$ cat src/rtl/lif_pkg.sv
// Shared types and constants for the time-multiplexed LIF neuron array.
package lif_pkg;

  typedef enum logic [1:0] {
    IDLE  = 2'd0,
    SWEEP = 2'd1,
    DONE  = 2'd2
  } lif_state_e;

  localparam int unsigned LIF_PW = 24;

  typedef logic signed [LIF_PW-1:0] lif_pot_t;

  localparam lif_pot_t POT_MAX = {1'b0, {(LIF_PW-1){1'b1}}};
  localparam lif_pot_t POT_MIN = {1'b1, {(LIF_PW-1){1'b0}}};

endpackage

$ cat src/rtl/lif_update.sv
// Combinational single-neuron LIF update: refractory countdown, saturating integrate, fire/reset.
// Optional leak term enabled by the LIF_LEAK_EN macro.
module lif_update
  import lif_pkg::*;
#(
  parameter int unsigned        PW      = 24,
  parameter int unsigned        RW      = 3,
  parameter int unsigned        REFRAC  = 5,
  parameter logic signed [PW-1:0] THRESH  = 24'sh0d0000,
  parameter logic signed [PW-1:0] INH_VAL = 24'sh3c0000,
  parameter logic signed [PW-1:0] RESET_V = '0
`ifdef LIF_LEAK_EN
  ,
  parameter int unsigned        LEAK_SH = 4
`endif
) (
  input  logic signed [PW-1:0] pot_i,
  input  logic        [RW-1:0] refrac_i,
  input  logic signed [PW-1:0] cur_i,
  input  logic                 inh_i,
  output logic signed [PW-1:0] pot_o,
  output logic        [RW-1:0] refrac_o,
  output logic                 spike_o
);

  localparam logic signed [PW+1:0] SMAX = {3'b000, {(PW-1){1'b1}}};
  localparam logic signed [PW+1:0] SMIN = {3'b111, {(PW-1){1'b0}}};

  logic signed [PW+1:0] pot_ext;
  logic signed [PW+1:0] sum;
  logic signed [PW-1:0] sat;

  always_comb begin
    pot_ext = {{2{pot_i[PW-1]}}, pot_i};
    sum     = pot_ext + {{2{cur_i[PW-1]}}, cur_i};
    if (inh_i) begin
      sum = sum - {{2{INH_VAL[PW-1]}}, INH_VAL};
    end
`ifdef LIF_LEAK_EN
    sum = sum - (pot_ext >>> LEAK_SH);
`endif
    if (sum > SMAX) begin
      sat = SMAX[PW-1:0];
    end else if (sum < SMIN) begin
      sat = SMIN[PW-1:0];
    end else begin
      sat = sum[PW-1:0];
    end

    pot_o    = pot_i;
    refrac_o = refrac_i;
    spike_o  = 1'b0;
    if (refrac_i != '0) begin
      refrac_o = refrac_i - 1'b1;
    end else if (sat >= THRESH) begin
      spike_o  = 1'b1;
      pot_o    = RESET_V;
      refrac_o = RW'(REFRAC);
    end else begin
      pot_o = sat;
    end
  end

endmodule

$ cat src/rtl/lif_neuron_array.sv
// Time-multiplexed array of NEURONS leaky integrate-and-fire neurons swept once per step.
// Build with LIF_LEAK_EN defined to add the potential leak term (LEAK_SH parameter).
module lif_neuron_array
  import lif_pkg::*;
#(
  parameter int unsigned NEURONS = 16,
  parameter int unsigned DW      = 16,
  parameter int unsigned INT_DW  = 8,
  parameter int unsigned REFRAC  = 5,
  parameter logic signed [DW+INT_DW-1:0] THRESH  = 24'sh0d0000,
  parameter logic signed [DW+INT_DW-1:0] INH_VAL = 24'sh3c0000,
  parameter logic signed [DW+INT_DW-1:0] RESET_V = '0
`ifdef LIF_LEAK_EN
  ,
  parameter int unsigned LEAK_SH = 4
`endif
) (
  input  logic                          clk,
  input  logic                          rst,
  input  logic                          en,
  input  logic                          step_start,
  input  logic                          inh,
  input  logic                          in_valid,
  output logic                          in_ready,
  input  logic signed [DW+INT_DW-1:0]   in_current,
  output logic                          out_valid,
  output logic [$clog2(NEURONS)-1:0]    out_idx,
  output logic                          out_spike,
  output logic                          step_done,
  output logic [31:0]                   spike_cnt
);

  localparam int unsigned PW = DW + INT_DW;
  localparam int unsigned IW = $clog2(NEURONS);
  localparam int unsigned RW = (REFRAC > 0) ? $clog2(REFRAC + 1) : 1;
  localparam logic [IW-1:0] LAST = IW'(NEURONS - 1);

  lif_state_e state_q, state_d;

  logic signed [PW-1:0] pot_q [NEURONS];
  logic        [RW-1:0] ref_q [NEURONS];
  logic [IW-1:0]        idx_q;
  logic                 inh_q;
  logic                 out_valid_q;
  logic [IW-1:0]        out_idx_q;
  logic                 out_spike_q;
  logic                 step_done_q;
  logic [31:0]          spike_cnt_q;

  logic                 xfer;
  logic signed [PW-1:0] upd_pot;
  logic        [RW-1:0] upd_ref;
  logic                 upd_spike;

  assign in_ready = (state_q == SWEEP) && en;
  assign xfer     = in_ready && in_valid;

  lif_update #(
    .PW      (PW),
    .RW      (RW),
    .REFRAC  (REFRAC),
    .THRESH  (THRESH),
    .INH_VAL (INH_VAL),
    .RESET_V (RESET_V)
`ifdef LIF_LEAK_EN
    ,
    .LEAK_SH (LEAK_SH)
`endif
  ) u_update (
    .pot_i    (pot_q[idx_q]),
    .refrac_i (ref_q[idx_q]),
    .cur_i    (in_current),
    .inh_i    (inh_q),
    .pot_o    (upd_pot),
    .refrac_o (upd_ref),
    .spike_o  (upd_spike)
  );

  always_comb begin
    state_d = state_q;
    if (en) begin
      case (state_q)
        IDLE:    if (step_start) state_d = SWEEP;
        SWEEP:   if (xfer && idx_q == LAST) state_d = DONE;
        DONE:    state_d = IDLE;
        default: state_d = IDLE;
      endcase
    end
  end

  always_ff @(posedge clk) begin
    if (rst) begin
      state_q <= IDLE;
    end else begin
      state_q <= state_d;
    end
  end

  always_ff @(posedge clk) begin
    if (rst) begin
      for (int unsigned i = 0; i < NEURONS; i++) begin
        pot_q[i] <= RESET_V;
        ref_q[i] <= '0;
      end
      idx_q       <= '0;
      inh_q       <= 1'b0;
      out_valid_q <= 1'b0;
      out_idx_q   <= '0;
      out_spike_q <= 1'b0;
      step_done_q <= 1'b0;
      spike_cnt_q <= '0;
    end else if (en) begin
      out_valid_q <= xfer;
      out_spike_q <= xfer && upd_spike;
      // step_done follows the DONE cycle, i.e. one cycle after the final out_valid
      step_done_q <= (state_q == DONE);
      if (state_q == IDLE && step_start) begin
        idx_q <= '0;
        inh_q <= inh;
      end
      if (xfer) begin
        pot_q[idx_q] <= upd_pot;
        ref_q[idx_q] <= upd_ref;
        out_idx_q    <= idx_q;
        idx_q        <= (idx_q == LAST) ? '0 : idx_q + 1'b1;
        if (upd_spike) spike_cnt_q <= spike_cnt_q + 1'b1;
      end
    end
  end

  assign out_valid = out_valid_q;
  assign out_idx   = out_idx_q;
  assign out_spike = out_spike_q;
  assign step_done = step_done_q;
  assign spike_cnt = spike_cnt_q;

endmodule
$ cat config.mk
export PLATFORM = sky130hd
export DESIGN_NAME = lif_neuron_array
export DESIGN_NICKNAME = d
export VERILOG_FILES = /design/src/rtl/lif_pkg.sv /design/src/rtl/lif_update.sv /design/src/rtl/lif_neuron_array.sv
export SDC_FILE = /design/constraint.sdc
export NUM_CORES = 1
export LEC_CHECK = 0
export BUFFER_PORTS_ARGS = -buffer_cell sky130_fd_sc_hd__clkbuf_2
export CAP_MARGIN = 25
export CORE_AREA = 4 4 276 224
export CTS_BUF_LIST = sky130_fd_sc_hd__clkbuf_2
export DETAILED_ROUTE_END_ITERATION = 6
export DIE_AREA = 0 0 280 228
export GPL_TIMING_DRIVEN = 0
export HOLD_SLACK_MARGIN = 0.03
export PLACE_DENSITY_LB_ADDON = 0.05
export SLEW_MARGIN = 40
export SYNTH_ARGS = -nofsm -noshare
export SYNTH_HDL_FRONTEND = slang
export SYNTH_SLANG_ARGS = --single-unit
$ cat constraint.sdc
create_clock -name clk -period 6.2 [get_ports clk]
set_input_delay 0.93 -clock clk [delete_from_list [all_inputs] [get_ports clk]]
set_output_delay 0.93 -clock clk [all_outputs]
set_load 0.05 [all_outputs]
==> results of run 1 <==
[per-stage QoR]
stage                     std cells  utilization, %  setup TNS (ns)
after floorplan                1789               -               0
after global placement         2637            41.7         -807.73
after detailed placement       2654            42.6         -774.32
after CTS                      2893            45.6               0
after global routing           2913            46.3           -2.80
final                          2913            46.3               0
[tightest hold or removal path: stages]
cell,delay (ns)
clkbuf_2,0.16
nor2b_1,0.13
mux2_2,0.15
[state kept, by name, summed over array words and instances (netlist names), named ones only]
| register | count |
|---|---|
| pot_q | 384 |
| ref_q | 48 |
| spike_cnt | 32 |
| idx_q | 4 |
| out_idx | 4 |
| state_q | 2 |
| inh_q | 1 |
| out_spike | 1 |
| out_valid | 1 |
| step_done | 1 |
[layout by cell type, fill, tap and decap left out, drive strengths merged, types with 16 or more instances in the layout]
cell / instances
edfxtp: 432
nor2: 347
clkbuf: 335
mux4: 133
buf: 126
nor3: 84
nand2: 79
nor4: 68
a21oi: 64
o21ai: 56
dfxtp: 50
inv: 33
ha: 32
clkinv: 29
nand4: 23
nand3: 20
nand2b: 19
o211ai: 17
xnor2: 16
[cells by family after synthesis]
family          count (synthesis)  share of synthesized area (%)
buf+inv                       183                           3.32
xor+xnor                       25                          0.938
fa+ha+maj                      33                           1.80
simple gates                  706                           14.2
flops                         482                           59.8
compound gates                219                           6.70
mux                           141                           13.2
[repair_timing]
action,4_1_cts,5_1_grt
endpoints found under the hold margin,2,0
resized for setup,117,62
pin swaps,15,16
endpoints found under the setup margin,465,400
hold buffers,2,0
cloned,2,1
setup buffers,30,20
[final timing paths]
path	depth (start not counted)	end	startpoint	slack [ns]
setup / recovery	22	ref_q[9][0]	register	0.07
hold reg to reg	2	out_idx[0]	out_idx[0]	0.47
hold / removal	3	spike_cnt[31]	rst	0.25
setup reg to reg	22	ref_q[9][0]	register	0.07
[report_power, final]
| group | internal [µW] | switching [µW] |
|---|---|---|
| clock | 763 | 1360 |
| combinational | 412 | 742 |
| sequential | 3630 | 30.4 |
[cell type report]
cell class | instances | area [µm²]
Timing Repair Buffer | 141 | 1160
Antenna cell | 2 | 5.00
Inverter | 32 | 120
Fill cell | 5517 | 31800
Tap cell | 779 | 975
Buffer | 145 | 1000
Multi-Input combinational cell | 1124 | 9130
Clock inverter | 30 | 125
Sequential cell | 482 | 14000
Clock buffer | 178 | 891
[layer usage]
layer	routed length (µm)	vias up
met3	6820	162
met4	2810	4
met5	31	-
li1	-	7414
met2	36200	754
met1	37200	8650
==> flow_summary.json, run 1 <==
{
  "status": "finished clean",
  "vias_per_cell": 5.83,
  "slowest_stage": "mux4_2",
  "drt_wl_total_mm": 83.1,
  "whs_ns": 0.247,
  "nets": 2110,
  "drive_above_1_share_pct": 31.2,
  "num_vias": 16984,
  "gr-usage-met1_pct": 37.1,
  "fin_skew_ns": 0.107,
  "cts_tree": "done",
  "die_h_um": 228,
  "gp_congestion": 0.898,
  "synth_seq_area_share_pct": 59.8,
  "path_clk_slew_ns": 0.11,
  "synth_flop_cell": "edfxtp_1",
  "required_ns": 7.12,
  "grt_pass1_vias": 16746,
  "setup_ws_ns": 0.0658,
  "synth_area_um2": 23300,
  "chipWidth_um": 280,
  "crit_buf_inv": 6,
  "dieArea_um2": 63800,
  "insertion_delay_ns": 1.24,
  "port_buffers": 69,
  "total_power_uw": 6930,
  "antenna_found_initial": 3,
  "crit_type": "register to register",
  "p_leak_uw": 0.00960,
  "use_met2_pct": 38.1,
  "slowest_delay_ns": 0.52,
  "postSynthCellCount": 1789,
  "worstSetupEndpointType": "register",
  "clock_sinks": 482,
  "finalInstanceArea_um2": 27400,
  "rows": 80,
  "fin_crit_ns": 6.13,
  "crit_chain": "clkbuf_16 > buf_16 > mux4_2 > mux4_2 > ha_1 > buf_6 > a21o_1 > a31o_1 > nor2b_4 > or3_4 > o311ai_4 > ha_2 > inv_1 > o41ai_2 > xor2_1 > o211ai_1 > buf_4 > o21ai_4 > nand2_2 > a31oi_4 > clkbuf_4 > nor2_1",
  "slew_viol_final": 0,
  "rsz0062_at_grt": "yes",
  "drt_iter0_markers": 1653,
  "finalHoldViolCount": 0,
  "root_buffer": "clkbuf_2",
  "synth_area_leaders": "edfxtp_1 (56%), mux4_2 (13%), nor2_1 (5.6%), dfxtp_1 (4.3%), nor4_1 (1.8%)",
  "ant_nets": 0,
  "synth_top_area_share_pct": 55.6,
  "syn_nets": 1852,
  "slew_headroom_pct": 39.3,
  "period_share_pct": 98.9,
  "grt_use_met3_pct": 7.27,
  "async_flop_share_pct": 0,
  "groute.usage.overall_pct": 25.8,
  "max_cap_viol_count": 0,
  "ir_drop_mv": 0.111,
  "dr.pass1.iters": 6,
  "startpoint_type": "register",
  "synth_cell_types": 80,
  "area_delta_synth_final_pct": 17.3,
  "critPathTopFamily": "compound AO/OA/AOI/OAI gates",
  "grt_overflow": 0,
  "yosysWarningCount": 0,
  "routedWlPerCell_um": 28.5,
  "hold_class": "primary input to register",
  "synth_top_cell_by_area": "edfxtp_1",
  "gr-max-usage-layer": "met2",
  "dp_hpwl_mm": 56.2,
  "setup_viol": 0,
  "synth_common_cells": "edfxtp_1 (432), nor2_1 (346), mux4_2 (133), clkbuf_1 (87), nor3_1 (83)",
  "pre_cts_ws_ns": -2.34,
  "synth_edf_count": 432,
  "ios": 70,
  "maxClockFrequency_mhz": 163,
  "grt_first_pass_wirelength_mm": 118,
  "drc": 0,
  "worst_pin_slew_ns": 0.910,
  "cts_max_path_buffers": 3,
  "post_dp_cell_area_um2": 25200,
  "crit_path_max_fanout": 10,
  "path_common_cell": "mux4_2",
  "arrival_ns": 7.05,
  "grt_max_degree": 20,
  "cts_buffers": 121,
  "powerDensity_nw_per_um2": 253,
  "yosysMostFrequentCell": "edfxtp_1",
  "initial_core_util_pct": 39.5,
  "ys_ff_latch": 482,
  "htreeDepth": 3,
  "avgSynthCellArea_um2": 13.1,
  "coreArea_um2": 59200
}
Note: power is estimated with default switching activity, not from simulation.
==> run 2: changes to the inputs <==
--- a/config.mk
+++ b/config.mk
@@ -6,11 +6,11 @@
 export NUM_CORES = 1
 export LEC_CHECK = 0
 export BUFFER_PORTS_ARGS = -buffer_cell sky130_fd_sc_hd__clkbuf_2
-export CAP_MARGIN = 25
-export CORE_AREA = 4 4 276 224
+export CAP_MARGIN = 10
+export CORE_AREA = 4 4 247 249
 export CTS_BUF_LIST = sky130_fd_sc_hd__clkbuf_2
 export DETAILED_ROUTE_END_ITERATION = 6
-export DIE_AREA = 0 0 280 228
+export DIE_AREA = 0 0 251 253
 export GPL_TIMING_DRIVEN = 0
 export HOLD_SLACK_MARGIN = 0.03
 export PLACE_DENSITY_LB_ADDON = 0.05
==> run 2 against run 1 <==
Flip-flop and latch count did not move. First-iteration DRC count rose by 7.1%. Critical endpoint is now pot_q[5][5]. Combinational power barely moved. Cell count rose by 0.38%. Die area fell by 0.53%. Count of clock-buffer cells in the layout rose by 28.
==> flow_summary.json, run 2 (same netlist as run 1, synthesis figures left out) <==
{
  "status": "finished clean",
  "final_cell_mix": "edfxtp_1 (432), nor2_1 (344), clkbuf_2 (297)",
  "worstSetupEndpointType": "register",
  "totalNegativeSetupSlack_ns": 0,
  "powerDensity_nw_per_um2": 261,
  "worst_pin_slew_ns": 0.914,
  "drc": 0,
  "hold_class": "primary input to register",
  "fin_crit_ns": 6.16,
  "nets": 2119,
  "ant_nets": 0,
  "htreeDepth": 4,
  "reg2reg_depth": 24,
  "groute.usage.overall_pct": 26.2,
  "startpoint_type": "register",
  "min_from": "step_start",
  "arrival_ns": 7.18,
  "insertion_delay_ns": 1.32,
  "holdPathEnd": "inh_q",
  "dp_hpwl_mm": 56.5,
  "slew_viol_final": 0,
  "fin_skew_ns": 0.0710,
  "die_h_um": 253,
  "p_leak_uw": 0.00970,
  "crit_path_max_fanout": 10,
  "maxClockFrequency_mhz": 162,
  "drt_iter0_markers": 1771,
  "dr.pass1.iters": 5,
  "ios": 70,
  "grt_overflow": 0,
  "dp_cells": 2649,
  "grt_first_pass_wirelength_mm": 120,
  "routedWlPerCell_um": 28.7,
  "cts_max_path_buffers": 3,
  "vias_per_cell": 5.84,
  "drt_wl_total_mm": 83.9,
  "fin_cells": 2924,
  "required_ns": 7.22,
  "path_clk_slew_ns": 0.12,
  "grt_pass1_vias": 16969,
  "largest_reg_flops": 384,
  "max_cap_viol_count": 0,
  "crit_type": "register to register",
  "reg2reg_to": "pot_q[5][5]",
  "antenna_found_initial": 3,
  "slew_headroom_pct": 39.0,
  "period_share_pct": 99.4,
  "clock_sinks": 482,
  "coreArea_um2": 58700,
  "area_delta_synth_final_pct": 17.8,
  "r2r_slack_ns": 0.04,
  "chipWidth_um": 251,
  "top_register": "pot_q",
  "final_common_cell": "edfxtp_1",
  "hold_depth": 5,
  "num_vias": 17075,
  "root_buffer": "clkbuf_2",
  "finalHoldViolCount": 0,
  "initial_core_util_pct": 39.8,
  "ir_drop_mv": 0.158,
  "cts_buffers": 136,
  "drive_above_1_share_pct": 32.2,
  "port_buffers": 69,
  "setup_viol": 0,
  "total_power_uw": 7170,
  "rows": 89,
  "grt_max_degree": 24,
  "dieArea_um2": 63500,
  "rsz0062_at_grt": "yes",
  "gp_congestion": 0.882,
  "whs_ns": 0.231,
  "cts_tree": "done"
}
-- run 2: changes by cell type in the layout (fill, tap and decap cells not counted), sizes merged, moves of 2 or more --
cell,change
clkinv,-12
clkinvlp,+5
bufinv,+2
buf,-5
clkbuf,+25
dlygate4sd3,+2
-- run 2: worst max-delay path by stage --
stage	startpoint	to	cells past startpoint
floorplan	register	ref_q[15][2]	23
global placement	register	ref_q[15][0]	24
detailed placement	register	ref_q[15][0]	24
CTS	register	pot_q[6][11]	23
global route	register	pot_q[10][0]	23
finish	register	pot_q[5][5]	24
-- run 2: what timing repair did --
action | CTS | global route
resized for setup | 109 | 77
cloned | 0 | 4
pin swaps | 9 | 16
endpoints found under the setup margin | 465 | 392
setup buffers | 16 | 24
hold buffers | 4 | 0
endpoints found under the hold margin | 8 | 0
-- run 2: final cells by class --
class / instances / area (µm²)
fill: 5431 / 31200
timing repair buffer: 136 / 1150
antenna: 1 / 2.50
sequential: 482 / 14000
multi-input combinational: 1124 / 9060
inverter: 32 / 120
buffer: 144 / 1010
clock buffer: 206 / 1030
clock inverter: 26 / 179
tap: 773 / 967
-- run 2: metal layers --
layer / GRT usage [%] / up-vias / share of wire (%)
li1: - / 7462 / -
met1: 35.6 / 8747 / 42
met2: 42.9 / 728 / 48
met3: 5.85 / 138 / 7.3
met4: 7.53 / 0 / 2.5
met5: 0 / - / 0
-- run 2: power by group --
| part | total, µW | switching, µW | internal (µW) |
|---|---|---|---|
| combinational | 1140 | 741 | 402 |
| sequential | 3660 | 30.4 | 3630 |
| clock | 2370 | 1410 | 961 |
| total | 7170 | 2180 | 4990 |
-- run 2: worst max-delay path: stages (launching register included) --
cell and delay [ns]:
dfxtp_4 0.44, clkbuf_16 0.19, buf_12 0.14, buf_16 0.16
mux4_2 0.52, mux4_2 0.52, ha_1 0.31, buf_6 0.14
a21o_1 0.18, a31o_1 0.22, nor2b_4 0.15, or3_4 0.41
o311ai_4 0.29, ha_2 0.25, buf_4 0.11, nand2_1 0.05
xor2_1 0.19, o311a_4 0.34, buf_6 0.17, a21o_4 0.23
buf_8 0.15, o211ai_1 0.24, buf_4 0.27, buf_8 0.14
nor2_1 0.04
-- run 2: through the flow --
stage	worst slack (ns)	instance area [µm²]	utilization, %
3_5_place_dp	-2.21	25200	42.9
5_1_grt	-0.0618	27500	46.9
2_1_floorplan	0.00910	23400	-
4_1_cts	-0.0160	26900	45.9
6_report	0.0386	27500	46.9
3_3_place_gp	-2.26	24700	42.0
